===== src/rtl/secuenciador_clave_pkg.sv =====
// rtl/secuenciador_clave_pkg.sv - shared constants and one-hot state encoding for the keypad code sequencer
package secuenciador_clave_pkg;

    localparam logic [3:0] BCD_MAX     = 4'd9;
    localparam int         CLAVE_ANCHO = 16;

    typedef enum logic [4:0] {
        INACTIVO = 5'b00001,
        CAPTURA  = 5'b00010,
        COMPLETO = 5'b00100,
        ENVIO    = 5'b01000,
        ESPERA   = 5'b10000
    } estado_t;

endpackage


===== src/rtl/secuenciador_clave_timeout.sv =====
// rtl/secuenciador_clave_timeout.sv - idle-cycle counter that flags when an entry has gone stale
module contador_timeout #(
    parameter int TIMEOUT = 1000
) (
    input  logic Clk,
    input  logic Reset,
    input  logic Habilitar,
    input  logic Reiniciar,
    output logic Expirado
);

    localparam int            CW     = (TIMEOUT > 1) ? $clog2(TIMEOUT) : 1;
    localparam logic [CW-1:0] ULTIMO = CW'(TIMEOUT - 1);

    logic [CW-1:0] r_cuenta;

    // Count wraps to zero on expiry so a lingering enable cannot re-fire it next cycle.
    always_ff @(posedge Clk or negedge Reset) begin
        if (!Reset) begin
            r_cuenta <= '0;
        end else if (Reiniciar || !Habilitar || (r_cuenta == ULTIMO)) begin
            r_cuenta <= '0;
        end else begin
            r_cuenta <= r_cuenta + CW'(1);
        end
    end

    assign Expirado = Habilitar && (r_cuenta == ULTIMO);

endmodule


===== src/rtl/secuenciador_clave.sv =====
// rtl/secuenciador_clave.sv - collects four BCD keys, submits them with a timed Enter pulse
module secuenciador_clave
    import secuenciador_clave_pkg::*;
#(
    parameter int TIMEOUT      = 1000,
    parameter int ENTER_CICLOS = 2
) (
    input  logic                   Clk,
    input  logic                   Reset,
    input  logic                   Tecla,
    input  logic [3:0]             Digito,
    input  logic                   Borrar,
    input  logic                   Confirmar,
    output logic [CLAVE_ANCHO-1:0] Clave,
    output logic                   Enter,
    output logic [2:0]             NumDig,
    output logic                   Error
);

    localparam int               ECW      = (ENTER_CICLOS > 1) ? $clog2(ENTER_CICLOS) : 1;
    localparam logic [ECW-1:0]   ENTER_UL = ECW'(ENTER_CICLOS - 1);

    estado_t                r_estado;
    logic [CLAVE_ANCHO-1:0] r_clave;
    logic [2:0]             r_numdig;
    logic                   r_enter;
    logic                   r_error;
    logic [ECW-1:0]         r_cnt_enter;

    logic w_activo;
    logic w_conf;
    logic w_tec;
    logic w_acepta;
    logic w_expirado;

    // Borrar beats Confirmar beats Tecla; losers are simply dropped.
    assign w_conf   = Confirmar && !Borrar;
    assign w_tec    = Tecla && !Borrar && !Confirmar;
    assign w_activo = (r_estado == CAPTURA) || (r_estado == COMPLETO);
    assign w_acepta = w_tec && (Digito <= BCD_MAX)
                      && ((r_estado == INACTIVO) || (r_estado == CAPTURA));

    contador_timeout #(
        .TIMEOUT (TIMEOUT)
    ) u_timeout (
        .Clk       (Clk),
        .Reset     (Reset),
        .Habilitar (w_activo),
        .Reiniciar (w_acepta),
        .Expirado  (w_expirado)
    );

    always_ff @(posedge Clk or negedge Reset) begin
        if (!Reset) begin
            r_estado    <= INACTIVO;
            r_clave     <= '0;
            r_numdig    <= 3'd0;
            r_enter     <= 1'b0;
            r_error     <= 1'b0;
            r_cnt_enter <= '0;
        end else begin
            r_error <= 1'b0;
            unique case (r_estado)
                INACTIVO, CAPTURA, COMPLETO: begin
                    if (Borrar) begin
                        r_clave  <= '0;
                        r_numdig <= 3'd0;
                        r_estado <= INACTIVO;
                    end else if (w_conf && (r_estado == COMPLETO)) begin
                        r_estado    <= ENVIO;
                        r_enter     <= 1'b1;
                        r_cnt_enter <= '0;
                    end else if (w_acepta) begin
                        r_clave  <= {r_clave[CLAVE_ANCHO-5:0], Digito};
                        r_numdig <= r_numdig + 3'd1;
                        r_estado <= (r_numdig == 3'd3) ? COMPLETO : CAPTURA;
                    end else if (w_expirado) begin
                        // A stale entry is discarded even if a rejected event arrives now; one Error covers both.
                        r_clave  <= '0;
                        r_numdig <= 3'd0;
                        r_estado <= INACTIVO;
                        r_error  <= 1'b1;
                    end else if (w_conf || w_tec) begin
                        r_error <= 1'b1;
                    end
                end
                ENVIO: begin
                    if (r_cnt_enter == ENTER_UL) begin
                        r_enter  <= 1'b0;
                        r_estado <= ESPERA;
                    end else begin
                        r_cnt_enter <= r_cnt_enter + ECW'(1);
                    end
                end
                ESPERA: begin
                    r_clave  <= '0;
                    r_numdig <= 3'd0;
                    r_estado <= INACTIVO;
                end
                default: begin
                    r_clave  <= '0;
                    r_numdig <= 3'd0;
                    r_enter  <= 1'b0;
                    r_estado <= INACTIVO;
                end
            endcase
        end
    end

    assign Clave  = r_clave;
    assign Enter  = r_enter;
    assign NumDig = r_numdig;
    assign Error  = r_error;

endmodule


===== config.mk =====
export PLATFORM = sky130hd
export DESIGN_NAME = secuenciador_clave
export DESIGN_NICKNAME = d
export VERILOG_FILES = /design/src/rtl/secuenciador_clave_pkg.sv /design/src/rtl/secuenciador_clave_timeout.sv /design/src/rtl/secuenciador_clave.sv
export SDC_FILE = /design/constraint.sdc
export NUM_CORES = 1
export LEC_CHECK = 0
export CAP_MARGIN = 0
export CELL_PAD_IN_SITES_DETAIL_PLACEMENT = 0
export CELL_PAD_IN_SITES_GLOBAL_PLACEMENT = 2
export CORE_UTILIZATION = 34
export CTS_CLUSTER_SIZE = 30
export DETAILED_ROUTE_END_ITERATION = 6
export PLACE_DENSITY = 0.86
export SLEW_MARGIN = 0
export SYNTH_ARGS = -nofsm -noshare
export SYNTH_HDL_FRONTEND = slang
export SYNTH_HIERARCHICAL = 1
export SYNTH_SLANG_ARGS = --single-unit

===== constraint.sdc =====
create_clock -name Clk -period 2.6 [get_ports Clk]
set_input_delay 0.26 -clock Clk [delete_from_list [all_inputs] [get_ports Clk]]
set_output_delay 0.26 -clock Clk [all_outputs]
set_load 0.02 [all_outputs]

==> metrics.txt <==
# TYPE chip_impl_metric gauge
chip_impl_info{name="crit_path_top_delay_cell",value="sky130_fd_sc_hd__dfrtp_1"} 1
chip_impl_metric{name="grt_first_pass_wirelength",unit="mm"} 6.009
chip_impl_metric{name="post_synth_xor_area_fraction",unit=""} 0.03483
chip_impl_metric{name="route.antenna.remaining_nets",unit=""} 0
chip_impl_metric{name="floorplan.die_area",unit="um^2"} 5469
chip_impl_metric{name="wl_per_cell",unit="um"} 14.20
chip_impl_metric{name="synth-simple-area-share",unit=""} 0.2004
chip_impl_metric{name="clk-insertion-delay-late",unit="ns"} 0.28
chip_impl_metric{name="buffer_ports.inserted",unit=""} 29
chip_impl_info{name="ys_top_cells_by_area",value="sky130_fd_sc_hd__dfrtp_1, sky130_fd_sc_hd__a22o_1, sky130_fd_sc_hd__nor2_1"} 1
chip_impl_metric{name="path_max_fanout",unit=""} 18
chip_impl_metric{name="drc",unit=""} 0
chip_impl_metric{name="rrSetupSlack",unit="ns"} 0.27
chip_impl_metric{name="fin_total_pwr",unit="mW"} 1.276
chip_impl_metric{name="number_of_distinct_standard_cells_referenced_by_the_synthesized_netlist",unit=""} 46
chip_impl_metric{name="clockBufferDepth",unit=""} 2
chip_impl_metric{name="crit_path_max_incr_delay",unit="ns"} 0.45
chip_impl_metric{name="yosys_register_bits",unit=""} 37
chip_impl_metric{name="via_count_of_the_first_global_routing_pass",unit=""} 1281
chip_impl_metric{name="post_synth.cell_area_avg",unit="um^2"} 11.51
chip_impl_info{name="path_delay_family",value="simple AND/OR/NAND/NOR gates"} 1
chip_impl_metric{name="route.vias.total",unit=""} 1301
chip_impl_metric{name="synth_cells",unit=""} 153
chip_impl_info{name="leading_cell_type_in_the_layout_fill_and_taps_excluded",value="sky130_fd_sc_hd__dfrtp_1"} 1
chip_impl_metric{name="critical_path_arrival",unit="ns"} 2.50
chip_impl_metric{name="slew_viol_final",unit=""} 0
chip_impl_metric{name="gr-total-overflow",unit=""} 0
chip_impl_metric{name="power.density_cell_area",unit="nW/um^2"} 577.4
chip_impl_metric{name="cts_max_level",unit=""} 2
chip_impl_metric{name="worst-r2r-cell-count",unit=""} 8
chip_impl_metric{name="synth_sequential_area_ratio",unit=""} 0.5267
chip_impl_metric{name="clk_sinks",unit=""} 37
chip_impl_metric{name="worst_ep_required_time",unit="ns"} 2.77
chip_impl_metric{name="totalWireLength",unit="mm"} 3.592
chip_impl_metric{name="dr.first_iter.drc_count",unit=""} 99
chip_impl_metric{name="worst_ir_drop_vdd",unit="mV"} 0.3019
chip_impl_metric{name="finalSetupTns",unit="ns"} 0
chip_impl_metric{name="hold_buffer_count_at_cts",unit=""} 0
chip_impl_metric{name="yosysTopAreaCellShare",unit=""} 0.5117
chip_impl_info{name="critical_path.reg2reg.startpoint",value="u_timeout/r_cuenta[0]"} 1
chip_impl_metric{name="final-setup-viol-count",unit=""} 0
chip_impl_info{name="rr_endpoint",value="Clave[8]"} 1
chip_impl_metric{name="die-height",unit="um"} 73.96
chip_impl_info{name="final_cell_mix",value="sky130_fd_sc_hd__dfrtp_1, sky130_fd_sc_hd__clkdlybuf4s50_1, sky130_fd_sc_hd__a22o_1"} 1
chip_impl_info{name="cp-end-kind",value="flop"} 1
chip_impl_metric{name="grtUsageTotal",unit=""} 0.1473
chip_impl_metric{name="routed_via_density",unit=""} 5.142
chip_impl_metric{name="timing.slew.headroom",unit=""} 0.6799
chip_impl_metric{name="drt-pass1-iter-count",unit=""} 4
chip_impl_info{name="rsz0062_at_grt",value="no"} 1
chip_impl_metric{name="largest_net_degree_at_the_start_of_global_routing",unit=""} 38
chip_impl_metric{name="post_synthesis_net_count",unit=""} 165
chip_impl_metric{name="std_cell_rows",unit=""} 25
chip_impl_info{name="run_status",value="completed"} 1
chip_impl_metric{name="drive_above_1_share",unit=""} 0.1075
chip_impl_metric{name="synth_edf_count",unit=""} 0
chip_impl_metric{name="final-hold-violation-count",unit=""} 0
chip_impl_metric{name="ys_warnings",unit=""} 6
chip_impl_info{name="critPathCapture",value="Clave[8]"} 1
chip_impl_metric{name="post-route-min-period",unit="ns"} 2.330
chip_impl_info{name="worst-setup-path-type",value="flop to flop"} 1
chip_impl_metric{name="floorplan.initialDensity",unit=""} 0.3631
chip_impl_metric{name="synth.mux.area_fraction",unit=""} 0.01137
chip_impl_metric{name="max_slew.worst_pin.slew",unit="ns"} 0.4741
chip_impl_metric{name="critPathBufInv",unit=""} 0
chip_impl_info{name="crit_startpoint",value="u_timeout/r_cuenta[0]"} 1
chip_impl_info{name="cts_tree",value="done"} 1
chip_impl_metric{name="place.gp.congestion",unit=""} 0.8385
chip_impl_info{name="min-delay-path-class",value="primary input to async pin"} 1
chip_impl_metric{name="timing.critical_path.depth",unit=""} 8
chip_impl_metric{name="tritoncts.num_buffers",unit=""} 5
chip_impl_metric{name="cap_viol_max_count",unit=""} 0
chip_impl_metric{name="fin_crit_sh",unit=""} 0.8962
chip_impl_metric{name="clock_skew",unit="ns"} 0.003889
chip_impl_metric{name="maximum_clock_frequency",unit="GHz"} 0.4292
chip_impl_metric{name="cts.clk_slew.worst_paths",unit="ns"} 0.07
chip_impl_metric{name="async_reset_ff_frac",unit=""} 1.000
chip_impl_metric{name="antenna_cells_inserted",unit=""} 0
chip_impl_info{name="synth_ff_type",value="sky130_fd_sc_hd__dfrtp_1"} 1
chip_impl_metric{name="fp.dieW",unit="um"} 73.96
chip_impl_metric{name="synth-compound-area-share",unit=""} 0.1635
chip_impl_metric{name="synth-adder-area-share",unit=""} 0.02132
chip_impl_metric{name="number_of_antenna_violations_at_the_first_check_in_global_routing",unit=""} 0
chip_impl_info{name="synth_largest_area_cell",value="sky130_fd_sc_hd__dfrtp_1"} 1
chip_impl_metric{name="layout.nets",unit=""} 197
chip_impl_metric{name="ioPinCount",unit=""} 30
chip_impl_metric{name="final_core_utilization",unit=""} 0.4560
chip_impl_metric{name="place.detailed.hpwl",unit="mm"} 2.499
chip_impl_metric{name="post_cts.resized_instances",unit=""} 0
chip_impl_metric{name="mappedNetlistArea",unit="um^2"} 1760
chip_impl_metric{name="area_growth",unit="%"} 25.59
chip_impl_info{name="cts-root-buf",value="sky130_fd_sc_hd__clkbuf_8"} 1
chip_impl_info{name="critical_path.cell_chain",value="ha_1, nand4b_1, nor2_1, and4_1, o21ai_0, a21oi_1, nand2_2, a22o_1"} 1
chip_impl_metric{name="core_area",unit="um^2"} 4848
chip_impl_metric{name="cts.repair_timing.setup_buffer_count",unit=""} 0
chip_impl_info{name="setup.worst_path.start_class",value="flop"} 1
chip_impl_info{name="combinational_family_with_the_most_area_after_synthesis",value="simple AND/OR/NAND/NOR gates"} 1
chip_impl_metric{name="leakage",unit="nW"} 0.9512
[cell families after synthesis]
logic type                 count (synthesis)
and+or+nand+nor                           58
muxes                                      2
DFF                                       37
AOI/OAI and AO/OA                         36
xor gates and xnor gates                   7
buffers and inverters                     10
adders and majority gates                  3
[worst min-delay path by stage]
stage | cells past startpoint | start | slack (ns) | end
2_1_floorplan | 0 | Reset | -0.04 | Clave[0]
3_3_place_gp | 1 | Clave[14] | 0.49 | Clave[14]
3_5_place_dp | 1 | Clave[12] | 0.49 | Clave[12]
4_1_cts | 2 | Reset | 0.40 | Error
5_1_grt | 2 | Reset | 0.43 | NumDig[0]
6_report | 2 | Reset | 0.39 | Enter
[layout make-up]
cell class,instances,area (um^2)
Multi-Input combinational cell,106,759.5
Clock inverter,1,30.03
Inverter,3,11.26
Timing Repair Buffer,32,312.8
Sequential cell,37,927.1
Clock buffer,7,86.33
Fill cell,461,2638
Tap cell,67,83.83
[state kept, by name (all words and copies together) (netlist names)]
register            cells
NumDig                  3
Enter                   1
r_estado                5
u_timeout/r_cuenta     10
r_cnt_enter             1
Clave                  16
Error                   1
[layer usage]
metal  vias up  routed length [um]  track usage
met4         0                  46      0.06624
met1       638                1713       0.1995
met5         -                   0            0
li1        631                   -            -
met3         6                 150      0.04336
met2        26                1681       0.2182
[synthesized netlist by cell type (2+ instances only)]
master and n:
sky130_fd_sc_hd__o311ai_0 2, sky130_fd_sc_hd__nand2_1 5, sky130_fd_sc_hd__xor2_1 3, sky130_fd_sc_hd__xnor2_1 4, sky130_fd_sc_hd__ha_1 3, sky130_fd_sc_hd__a211oi_1 2
sky130_fd_sc_hd__nand2b_1 5, sky130_fd_sc_hd__dfrtp_1 36, sky130_fd_sc_hd__buf_6 2, sky130_fd_sc_hd__buf_2 4, sky130_fd_sc_hd__a31oi_1 3, sky130_fd_sc_hd__a21o_1 2
sky130_fd_sc_hd__nor4_1 3, sky130_fd_sc_hd__a22o_1 18, sky130_fd_sc_hd__o21ai_0 4, sky130_fd_sc_hd__inv_1 3, sky130_fd_sc_hd__nand3_1 6, sky130_fd_sc_hd__nor2_1 14
sky130_fd_sc_hd__mux2i_1 2, sky130_fd_sc_hd__nor3_1 6
[through the flow]
stage	instances	hold slack, ns	area, um^2	setup slack (ns)
after floorplan	153	-0.03559	1760	0.5462
after global placement	245	0.4865	2095	0.3047
after detailed placement	245	0.4860	2095	0.2624
after CTS	253	0.4041	2211	0.2469
after global routing	253	0.4294	2211	0.01804
final	253	0.3874	2211	0.2698
[worst reg2reg max path: stages (launching register included)]
cell and delay, ns:
sky130_fd_sc_hd__dfrtp_1 0.45, sky130_fd_sc_hd__ha_1 0.26, sky130_fd_sc_hd__nand4b_1 0.14, sky130_fd_sc_hd__nor2_1 0.21, sky130_fd_sc_hd__and4_1 0.30, sky130_fd_sc_hd__o21ai_0 0.10, sky130_fd_sc_hd__a21oi_1 0.23, sky130_fd_sc_hd__nand2_2 0.26
sky130_fd_sc_hd__a22o_1 0.27
[where the power goes]
part           leakage (nW)  internal, mW  switching (mW)
Clock                0.0585         0.313           0.202
Sequential            0.505         0.593          0.0230
Combinational         0.388        0.0671          0.0785
Total                 0.951         0.973           0.304
(Power assumes the default switching activity.)
